## src/rtl/scm_mbist_pkg.sv

```systemverilog
// rtl/scm_mbist_pkg.sv - state, element and background definitions for the SCM March C- BIST
package scm_mbist_pkg;

  typedef enum logic [1:0] {ST_IDLE, ST_RUN, ST_DRAIN, ST_DONE} state_t;

  typedef logic [2:0] elem_t;

  localparam elem_t ELEM_LAST = 3'd5;

  // Bit e of each mask describes march element e (E0..E5); bits 6-7 are spare.
  localparam logic [7:0] ELEM_DOWN = 8'b0001_1000;
  localparam logic [7:0] ELEM_RD   = 8'b0011_1110;
  localparam logic [7:0] ELEM_RINV = 8'b0001_0100;
  localparam logic [7:0] ELEM_WR   = 8'b0001_1111;
  localparam logic [7:0] ELEM_WINV = 8'b0000_1010;

  localparam logic [63:0] CKBD_EVEN = {32{2'b01}};
  localparam logic [63:0] CKBD_ODD  = {32{2'b10}};

endpackage

```

## src/rtl/scm_mbist_cmp.sv

```systemverilog
// rtl/scm_mbist_cmp.sv - read-latency aligned expected-data pipe and DOUT comparator
module scm_mbist_cmp
  import scm_mbist_pkg::*;
#(
  parameter int AW     = 8,
  parameter int DW     = 16,
  parameter int RD_LAT = 1
) (
  input  logic          clk,
  input  logic          rst_n,
  input  logic          flush,
  input  logic          in_valid,
  input  logic [AW-1:0] in_addr,
  input  elem_t         in_elem,
  input  logic [DW-1:0] in_exp,
  input  logic [DW-1:0] dout,
  output logic          mismatch,
  output logic [AW-1:0] mis_addr,
  output elem_t         mis_elem
);

  logic [RD_LAT-1:0] valid_q;
  logic [AW-1:0]     addr_q [RD_LAT];
  elem_t             elem_q [RD_LAT];
  logic [DW-1:0]     exp_q  [RD_LAT];

  always_ff @(posedge clk or negedge rst_n) begin
    if (!rst_n) begin
      valid_q <= '0;
      for (int i = 0; i < RD_LAT; i++) begin
        addr_q[i] <= '0;
        elem_q[i] <= '0;
        exp_q[i]  <= '0;
      end
    end else begin
      valid_q[0] <= in_valid && !flush;
      addr_q[0]  <= in_addr;
      elem_q[0]  <= in_elem;
      exp_q[0]   <= in_exp;
      for (int i = 1; i < RD_LAT; i++) begin
        valid_q[i] <= valid_q[i-1] && !flush;
        addr_q[i]  <= addr_q[i-1];
        elem_q[i]  <= elem_q[i-1];
        exp_q[i]   <= exp_q[i-1];
      end
    end
  end

  // The last stage lines up with the cycle in which DOUT carries that read.
  assign mismatch = valid_q[RD_LAT-1] && (dout != exp_q[RD_LAT-1]);
  assign mis_addr = addr_q[RD_LAT-1];
  assign mis_elem = elem_q[RD_LAT-1];

endmodule

```

## src/rtl/scm_mbist_ctrl.sv

```systemverilog
// rtl/scm_mbist_ctrl.sv - March C- BIST controller driving an SCM write/read port pair
// Build option SCM_MBIST_CKBD_EN: per-address checkerboard background instead of all-zeros.
module scm_mbist_ctrl
  import scm_mbist_pkg::*;
#(
  parameter int AW     = 8,
  parameter int DW     = 16,
  parameter int DEPTH  = 256,
  parameter int RD_LAT = 1
) (
  input  logic          CLK,
  input  logic          RSTN,
  input  logic          START,
  output logic          BUSY,
  output logic          DONE,
  output logic          FAIL,
  output logic [AW-1:0] FAIL_ADDR,
  output logic [2:0]    FAIL_ELEM,
  output logic [AW-1:0] WADDR,
  output logic          WE,
  output logic [DW-1:0] DIN,
  output logic [AW-1:0] RADDR,
  output logic          RE,
  output logic          SE,
  input  logic [DW-1:0] DOUT
);

  localparam logic [AW-1:0] LAST_ADDR = AW'(DEPTH - 1);

  state_t        state;
  elem_t         elem, ld_elem;
  logic [AW-1:0] addr, ld_addr, end_addr;
  logic          phase, ld_phase, ld_rd, last_op, issue;
  logic [1:0]    drain_cnt;
  logic [DW-1:0] wr_base, rd_base, ld_din, rd_exp;
  logic          mismatch;
  logic [AW-1:0] mis_addr;
  elem_t         mis_elem;

  assign SE       = 1'b0;
  assign end_addr = ELEM_DOWN[elem] ? '0 : LAST_ADDR;

  // Next operation to put on the ports; outside RUN this is E0's first write.
  always_comb begin
    ld_elem  = '0;
    ld_addr  = '0;
    ld_phase = 1'b0;
    last_op  = 1'b0;
    if (state == ST_RUN) begin
      if (ELEM_RD[elem] && ELEM_WR[elem] && !phase) begin
        ld_elem  = elem;
        ld_addr  = addr;
        ld_phase = 1'b1;
      end else if (addr == end_addr) begin
        last_op = (elem == ELEM_LAST);
        ld_elem = elem + 3'd1;
        ld_addr = ELEM_DOWN[ld_elem] ? LAST_ADDR : '0;
      end else begin
        ld_elem = elem;
        ld_addr = ELEM_DOWN[elem] ? addr - AW'(1) : addr + AW'(1);
      end
    end
  end

  assign ld_rd = ELEM_RD[ld_elem] && !ld_phase;
  assign issue = ((state == ST_IDLE || state == ST_DONE) && START) ||
                 (state == ST_RUN && !mismatch && !last_op);

`ifdef SCM_MBIST_CKBD_EN
  assign wr_base = ld_addr[0] ? CKBD_ODD[DW-1:0] : CKBD_EVEN[DW-1:0];
  assign rd_base = RADDR[0]   ? CKBD_ODD[DW-1:0] : CKBD_EVEN[DW-1:0];
`else
  assign wr_base = '0;
  assign rd_base = '0;
`endif

  assign ld_din = wr_base ^ {DW{ELEM_WINV[ld_elem]}};
  assign rd_exp = rd_base ^ {DW{ELEM_RINV[elem]}};

  scm_mbist_cmp #(
    .AW     (AW),
    .DW     (DW),
    .RD_LAT (RD_LAT)
  ) u_cmp (
    .clk      (CLK),
    .rst_n    (RSTN),
    .flush    (mismatch),
    .in_valid (RE),
    .in_addr  (RADDR),
    .in_elem  (elem),
    .in_exp   (rd_exp),
    .dout     (DOUT),
    .mismatch (mismatch),
    .mis_addr (mis_addr),
    .mis_elem (mis_elem)
  );

  always_ff @(posedge CLK or negedge RSTN) begin
    if (!RSTN) begin
      state     <= ST_IDLE;
      elem      <= '0;
      addr      <= '0;
      phase     <= 1'b0;
      drain_cnt <= '0;
      BUSY      <= 1'b0;
      DONE      <= 1'b0;
      FAIL      <= 1'b0;
      FAIL_ADDR <= '0;
      FAIL_ELEM <= '0;
      WADDR     <= '0;
      WE        <= 1'b0;
      DIN       <= '0;
      RADDR     <= '0;
      RE        <= 1'b0;
    end else begin
      if (issue) begin
        elem  <= ld_elem;
        addr  <= ld_addr;
        phase <= ld_phase;
        WE    <= !ld_rd;
        RE    <= ld_rd;
        if (ld_rd) begin
          RADDR <= ld_addr;
        end else begin
          WADDR <= ld_addr;
          DIN   <= ld_din;
        end
      end
      case (state)
        ST_IDLE, ST_DONE: begin
          if (START) begin
            state     <= ST_RUN;
            BUSY      <= 1'b1;
            DONE      <= 1'b0;
            FAIL      <= 1'b0;
            FAIL_ADDR <= '0;
            FAIL_ELEM <= '0;
          end
        end
        ST_RUN, ST_DRAIN: begin
          if (mismatch) begin
            state     <= ST_DONE;
            BUSY      <= 1'b0;
            DONE      <= 1'b1;
            FAIL      <= 1'b1;
            FAIL_ADDR <= mis_addr;
            FAIL_ELEM <= mis_elem;
            WE        <= 1'b0;
            RE        <= 1'b0;
          end else if (state == ST_RUN) begin
            if (last_op) begin
              state     <= ST_DRAIN;
              drain_cnt <= '0;
              WE        <= 1'b0;
              RE        <= 1'b0;
            end
          end else if (drain_cnt == 2'(RD_LAT - 1)) begin
            state <= ST_DONE;
            BUSY  <= 1'b0;
            DONE  <= 1'b1;
          end else begin
            drain_cnt <= drain_cnt + 2'd1;
          end
        end
        default: state <= ST_IDLE;
      endcase
    end
  end

endmodule

```

## config.mk

```make
export PLATFORM = sky130hd
export DESIGN_NAME = scm_mbist_ctrl
export DESIGN_NICKNAME = d
export VERILOG_FILES = /design/src/rtl/scm_mbist_pkg.sv /design/src/rtl/scm_mbist_cmp.sv /design/src/rtl/scm_mbist_ctrl.sv
export SDC_FILE = /design/constraint.sdc
export NUM_CORES = 1
export LEC_CHECK = 0
export BUFFER_PORTS_ARGS = -buffer_cell sky130_fd_sc_hd__buf_2
export CAP_MARGIN = 25
export CORE_ASPECT_RATIO = 0.7
export CORE_MARGIN = 2
export CORE_UTILIZATION = 51
export CTS_CLUSTER_DIAMETER = 80
export DETAILED_ROUTE_END_ITERATION = 8
export PLACE_DENSITY = 0.81
export SETUP_SLACK_MARGIN = 0.05
export SYNTH_ARGS = -nofsm -noshare
export SYNTH_HDL_FRONTEND = slang
export SYNTH_HIERARCHICAL = 1
export SYNTH_SLANG_ARGS = --single-unit
```

## constraint.sdc

```tcl
create_clock -name CLK -period 3.5 [get_ports CLK]
set_input_delay 0.7 -clock CLK [delete_from_list [all_inputs] [get_ports CLK]]
set_output_delay 0.7 -clock CLK [all_outputs]
set_load 0.1 [all_outputs]
```

==> flow_summary.yaml, run 1 <==
finish:
  seq_area_um2: 1930
  syn2layout_area_growth_pct: 20.3
  nets: 457
  antenna_cells: 0
  stdcell_area_um2: 4640
  drive_gt1_frac: 0.333
  instances_no_fill: 525
  multiInputGateArea_um2: 1840
  nFillCells: 570
detailed_routing:
  wl_um: 8400
  drt_iter0_drc: 297
  routedWlPerCell_um: 16.0
  vias_per_cell: 5.32
  dr.pass1.iters: 4
  antenna_left: 0
  route.detailed.drc: 0
  vias: 2792
clock_network:
  cts-htree-levels: 3
  cts_root_buf: "clkbuf_8"
  cts_sinks: 77
  holdBufCountCts: 0
  path_clk_slew_ns: 0.08
  cts_tree: "done"
  clockBufferDepth: 2
  clkLatencyLatePin_ns: 0.35
  cts_buffers: 9
yosys:
  synth-seq-cells: 77
  yosysSeqAreaShare: 0.500
  synth_edf_count: 0
  yosysTopAreaCell: "dfrtp_1"
  syn_area_um2: 3850
  ys_async_sr_fraction: 1.00
  synth_area_leaders: "dfrtp_1, mux2i_1, ha_1"
  yosysWarnings: 6
  synth_top_area_share: 0.500
  synthCells: 355
  synth_most_common_cell: "dfrtp_1"
  syn_nets: 390
  synth_common_cells: "dfrtp_1, nand2_1, o21ai_0"
  syn_avg_cell_area_um2: 10.9
  ys_types: 51
  synthFlopType: "dfrtp_1"
setup_path:
  reg2regPathDepth: 12
  ff2ff_setup_slack_ns: 0.16
  start_kind: "flop"
  required_ns: 3.74
  r2r-start: "elem[1]"
  timing.rr.end: "WADDR[3]"
  criticalPathCategory: "reg -> reg"
  worstPathMaxFanout: 7
  cp.arrival_ns: 3.58
  crit_path_end_kind: "flop"
grt:
  grt_busiest_layer: "met1"
  grtUsageTotal: 0.216
  antenna_found_initial: 0
  use_met2: 0.306
  grt_overflow: 0
  grtUsageMet1: 0.324
  grt_max_degree: 78
  grt_pass1_vias: 2598
  grt_pass1_wl_um: 13800
  use_met3: 0.0527
placed_design:
  gp_congestion: 0.891
  dp.cells: 505
  placed_cell_area_um2: 4380
  dp_hpwl_um: 6260
  io_buffers: 66
die:
  rows: 26
  die_h_um: 76.7
  die_w_um: 108
  coreArea_um2: 7320
  start_util: 0.527
  io_pins: 68
  dieArea_um2: 8280
run:
  timing.max_cap.violations: 0
sta:
  slew_viol_final: 0
  period_needed_ns: 3.34
  rsz0062_at_grt: "false"
  post-route-period-util: 0.955
  worstMarginPinSlew_ns: 0.731
  clock_skew_ns: 0.0128
  setup_viol: 0
  fmax_mhz: 299
  fin_tns_setup_ns: 0
  max_slew_margin: 0.512
  hold_viol: 0
pwr:
  power_density_nw_per_um2: 593
  ir_worst_vdd_mv: 0.398
  power.leakage_nw: 2.23
run_status:
  run_status: "completed"
worst_hold_path:
  hp-class: "in -> async"
-- routing by layer --
layer  vias up  share of wire
met2        74           0.44
met4         0          0.020
met5         -              0
li1       1350              -
met1      1351           0.49
met3        17          0.057
-- how the worst max path moves through the flow --
stage | from | endpoint | slack (ns)
4_1_cts | elem[1] | RADDR[4] | 0.06
2_1_floorplan | elem[1] | WADDR[0] | -0.005
3_3_place_gp | elem[1] | WADDR[6] | 0.16
6_report | elem[1] | WADDR[3] | 0.16
5_1_grt | elem[1] | RADDR[4] | 0.06
3_5_place_dp | elem[1] | RADDR[4] | -0.02
-- through the flow --
| stage | utilization | setup WS, ns | hold WS [ns] | power, mW |
|---|---|---|---|---|
| after global placement | 0.598 | 0.158 | 0.400 | 2.05 |
| after CTS | 0.625 | 0.0572 | 0.429 | 2.73 |
| final | 0.633 | 0.158 | 0.135 | 2.75 |
| after floorplan | - | -0.00501 | 0.374 | 1.80 |
| after global routing | 0.633 | 0.0572 | 0.119 | 2.88 |
| after detailed placement | 0.598 | -0.0175 | 0.412 | 2.09 |
-- area by class of cell --
type	count	share of cell area
Tap cell	98	0.0265
Timing Repair Buffer	82	0.106
Sequential cell	77	0.416
Clock inverter	7	0.0138
Inverter	17	0.0143
Multi-Input combinational cell	235	0.397
Clock buffer	9	0.0267
-- power by group --
group	leakage [nW]	internal, mW	total [mW]	switching [mW]
Clock	0.0907	0.274	0.634	0.359
Combinational	1.10	0.331	1.07	0.737
Sequential	1.04	0.973	1.05	0.0728
-- flip-flops by register name, indices dropped and copies added (netlist names) --
| signal | flops |
|---|---|
| BUSY | 1 |
| DIN | 1 |
| DONE | 1 |
| FAIL | 1 |
| FAIL_ADDR | 8 |
| FAIL_ELEM | 3 |
| RADDR | 8 |
| RE | 1 |
| WADDR | 8 |
| WE | 1 |
| addr | 8 |
| drain_cnt | 2 |
| elem | 3 |
| phase | 1 |
| state | 2 |
| u_cmp/exp_q | 16 |
| u_cmp/mis_addr | 8 |
| u_cmp/mis_elem | 3 |
| u_cmp/valid_q | 1 |
-- timing repair --
action / in CTS / in global routing
endpoints found under the setup margin: 13 / 14
buffers inserted: 0 / 3
pin swaps: 0 / 3
resized for setup: 3 / 1
-- critical path, cell delays in order (launching register included) --
cell and delay [ns]:
dfrtp_2 0.47, ha_2 0.23, mux2i_4 0.18, inv_4 0.11
ha_1 0.32, nand4_1 0.09, or2_4 0.29, nor4b_4 0.31
mux2i_2 0.37, nor2b_4 0.27, o31ai_4 0.11, buf_6 0.17
mux2_4 0.30
-- kinds of logic (layout without fill, tap and decap cells) --
kind of cell | count (synthesis) | in the layout | synth area share
other cells | 1 | 1 | 0.000973
compound gates | 74 | 74 | 0.122
fa+ha+maj | 16 | 16 | 0.0539
buf+inv | 43 | 115 | 0.0594
xor+xnor | 20 | 20 | 0.0454
flops | 77 | 77 | 0.500
simple gates | 88 | 88 | 0.117
mux | 36 | 36 | 0.102
-- layout by cell type (no fill, tap or decap), types with 5 or more instances in the layout --
cell type	n
dfrtp_1	75
buf_2	65
nand2_1	44
o21ai_0	34
xnor2_1	19
mux2i_1	17
inv_1	14
buf_4	14
a21oi_1	11
nor2_1	11
clkbuf_8	9
mux2_2	8
ha_1	8
mux2_4	7
ha_4	6
nand4_1	5
a21o_1	5
No activity file was read; power rests on OpenSTA's default activity.
==> run 2, diff against run 1 <==
--- a/config.mk
+++ b/config.mk
@@ -9,10 +9,10 @@
 export CAP_MARGIN = 25
 export CORE_ASPECT_RATIO = 0.7
 export CORE_MARGIN = 2
-export CORE_UTILIZATION = 51
+export CORE_UTILIZATION = 29
 export CTS_CLUSTER_DIAMETER = 80
 export DETAILED_ROUTE_END_ITERATION = 8
-export PLACE_DENSITY = 0.81
+export PLACE_DENSITY = 0.53
 export SETUP_SLACK_MARGIN = 0.05
 export SYNTH_ARGS = -nofsm -noshare
 export SYNTH_HDL_FRONTEND = slang
==> run 2 against run 1 <==
  * Clock-buffer cell count stayed put
  * Register-to-register slack hardly changed
  * Die area rose by 72%
  * Largest power group unchanged
  * Core utilization decreased by 26 points
  * Fmax grew 0.39%
  * Critical endpoint is now WADDR[0]
  * Highest routed layer unchanged
==> flow_summary.yaml, run 2 (synthesized netlist as in run 1, its figures left out) <==
run_status:
  run_status: "completed"
sta:
  fmax_mhz: 300
  max_slew_margin: 0.451
  hold_viol: 0
  setup_viol: 0
  clock_skew_ns: 0.0115
  rsz0062_at_grt: "false"
  worst_slack_ns: 0.171
  period_needed_ns: 3.33
  holdWs_ns: 0.233
  slew_viol_final: 0
  worstMarginPinSlew_ns: 0.818
  post-route-period-util: 0.951
detailed_routing:
  route.detailed.drc: 0
  topRoutingLayerUsed: "met4"
  routedWlPerCell_um: 15.6
  m1WireLength_um: 4890
  vias: 2742
  wl_met2_um: 3900
  antenna_left: 0
  wl_met3_um: 326
  wl_um: 9200
  drt_iter0_drc: 111
  dr.pass1.iters: 4
  vias_per_cell: 4.65
clock_network:
  clkLatencyLatePin_ns: 0.34
  cts_buffers: 9
  path_clk_slew_ns: 0.07
  cts_sinks: 77
  holdBufCountCts: 0
  cts_root_buf: "clkbuf_16"
  cts-htree-levels: 3
  cts_tree: "done"
  clockBufferDepth: 2
die:
  die_w_um: 142
  rows: 35
  io_pins: 68
  coreArea_um2: 13100
  start_util: 0.295
  die_h_um: 100
  dieArea_um2: 14200
finish:
  largest-register: "u_cmp/exp_q"
  drive_gt1_frac: 0.328
  layout_commonest_cell: "dfrtp_1"
  nets: 454
  largest_reg_flops: 16
  syn2layout_area_growth_pct: 25.1
  nFillCells: 1277
  antenna_cells: 0
  final_cell_mix: "dfrtp_1, buf_2, nand2_1, o21ai_0, xnor2_1"
worst_hold_path:
  hp-class: "in -> async"
setup_path:
  cp_common_cell: "mux2i_4"
  criticalPathCategory: "reg -> reg"
  path_depth: 12
  path_cells: "ha_2, mux2i_4, inv_4, ha_4, nand2_2, or2_4, nor4b_4, mux2i_4, nor3_4, o31ai_4, buf_12, mux2_4"
  worstPathMaxFanout: 9
  start_kind: "flop"
  reg2regPathDepth: 12
  cp.arrival_ns: 3.55
  crit_path_top_delay_cell: "dfrtp_2"
  crit_path_end_kind: "flop"
  critPathBufInv: 2
  required_ns: 3.72
  cp_top_family: "multiplexers"
  max_stage_delay_ns: 0.47
placed_design:
  pre_cts_ws_ns: 0.0401
  gp_congestion: 0.830
  dp_hpwl_um: 6470
  io_buffers: 66
grt:
  grt_overflow: 0
  grt_max_degree: 78
  grtUsageTotal: 0.137
  grt_pass1_vias: 2539
  grt_pass1_wl_um: 14700
  antenna_found_initial: 0
pwr:
  power.leakage_nw: 2.27
  ir_worst_vdd_mv: 0.226
  power_density_nw_per_um2: 626
run:
  timing.max_cap.violations: 0
==> run 2: area by class of cell <==
cell class | count | area (um^2) | area share
timing repair buffer | 79 | 475 | 0.0986
inverter | 17 | 66.3 | 0.0138
clock inverter | 7 | 63.8 | 0.0132
multi-input combinational | 235 | 1850 | 0.385
sequential | 77 | 1930 | 0.400
clock buffer | 9 | 225 | 0.0467
tap | 166 | 208 | 0.0431
==> run 2: per-stage QoR <==
| stage | instances | total power [mW] | utilization | cell area (um^2) | TNS (ns) |
|---|---|---|---|---|---|
| floorplan | 355 | 1.80 | - | 4010 | -0.0350 |
| global placement | 572 | 2.10 | 0.342 | 4470 | 0 |
| detailed placement | 572 | 2.12 | 0.342 | 4470 | 0 |
| CTS | 589 | 3.05 | 0.366 | 4780 | 0 |
| global route | 590 | 3.18 | 0.369 | 4820 | 0 |
| finish | 590 | 3.02 | 0.369 | 4820 | 0 |
==> run 2: timing repair <==
| action | CTS | global route |
|---|---|---|
| endpoints found under the setup margin | 7 | 17 |
| resized for setup | 0 | 4 |
| setup buffers | 1 | 0 |
| pin swaps | 1 | 1 |
==> run 2: worst paths after layout <==
path	slack [ns]	end	start
max	0.17	WADDR[0]	elem[1]
min	0.23	drain_cnt[1]	RSTN
max reg2reg	0.17	WADDR[0]	elem[1]
min reg2reg	0.43	u_cmp/mis_addr[5]	RADDR[5]
max in group asynchronous	2.70	addr[6]	RSTN
min in group CLK	0.43	u_cmp/mis_addr[5]	RADDR[5]
==> run 2: worst register-to-register path: stages (launching register included) <==
cell and delay [ns]:
dfrtp_2 0.47, ha_2 0.24, mux2i_4 0.19, inv_4 0.12
ha_4 0.32, nand2_2 0.06, or2_4 0.30, nor4b_4 0.32
mux2i_4 0.36, nor3_4 0.08, o31ai_4 0.28, buf_12 0.18
mux2_4 0.30
==> run 2: per-layer routing <==
layer  vias up  track usage
met5         -            0
met4         0       0.0438
met3         9       0.0318
met2        55        0.188
met1      1345        0.210
li1       1333            -
==> run 2: power breakdown <==
group / switching (mW) / internal [mW]
clock: 0.415 / 0.497
sequential: 0.0701 / 0.974
combinational: 0.734 / 0.326
total: 1.22 / 1.80
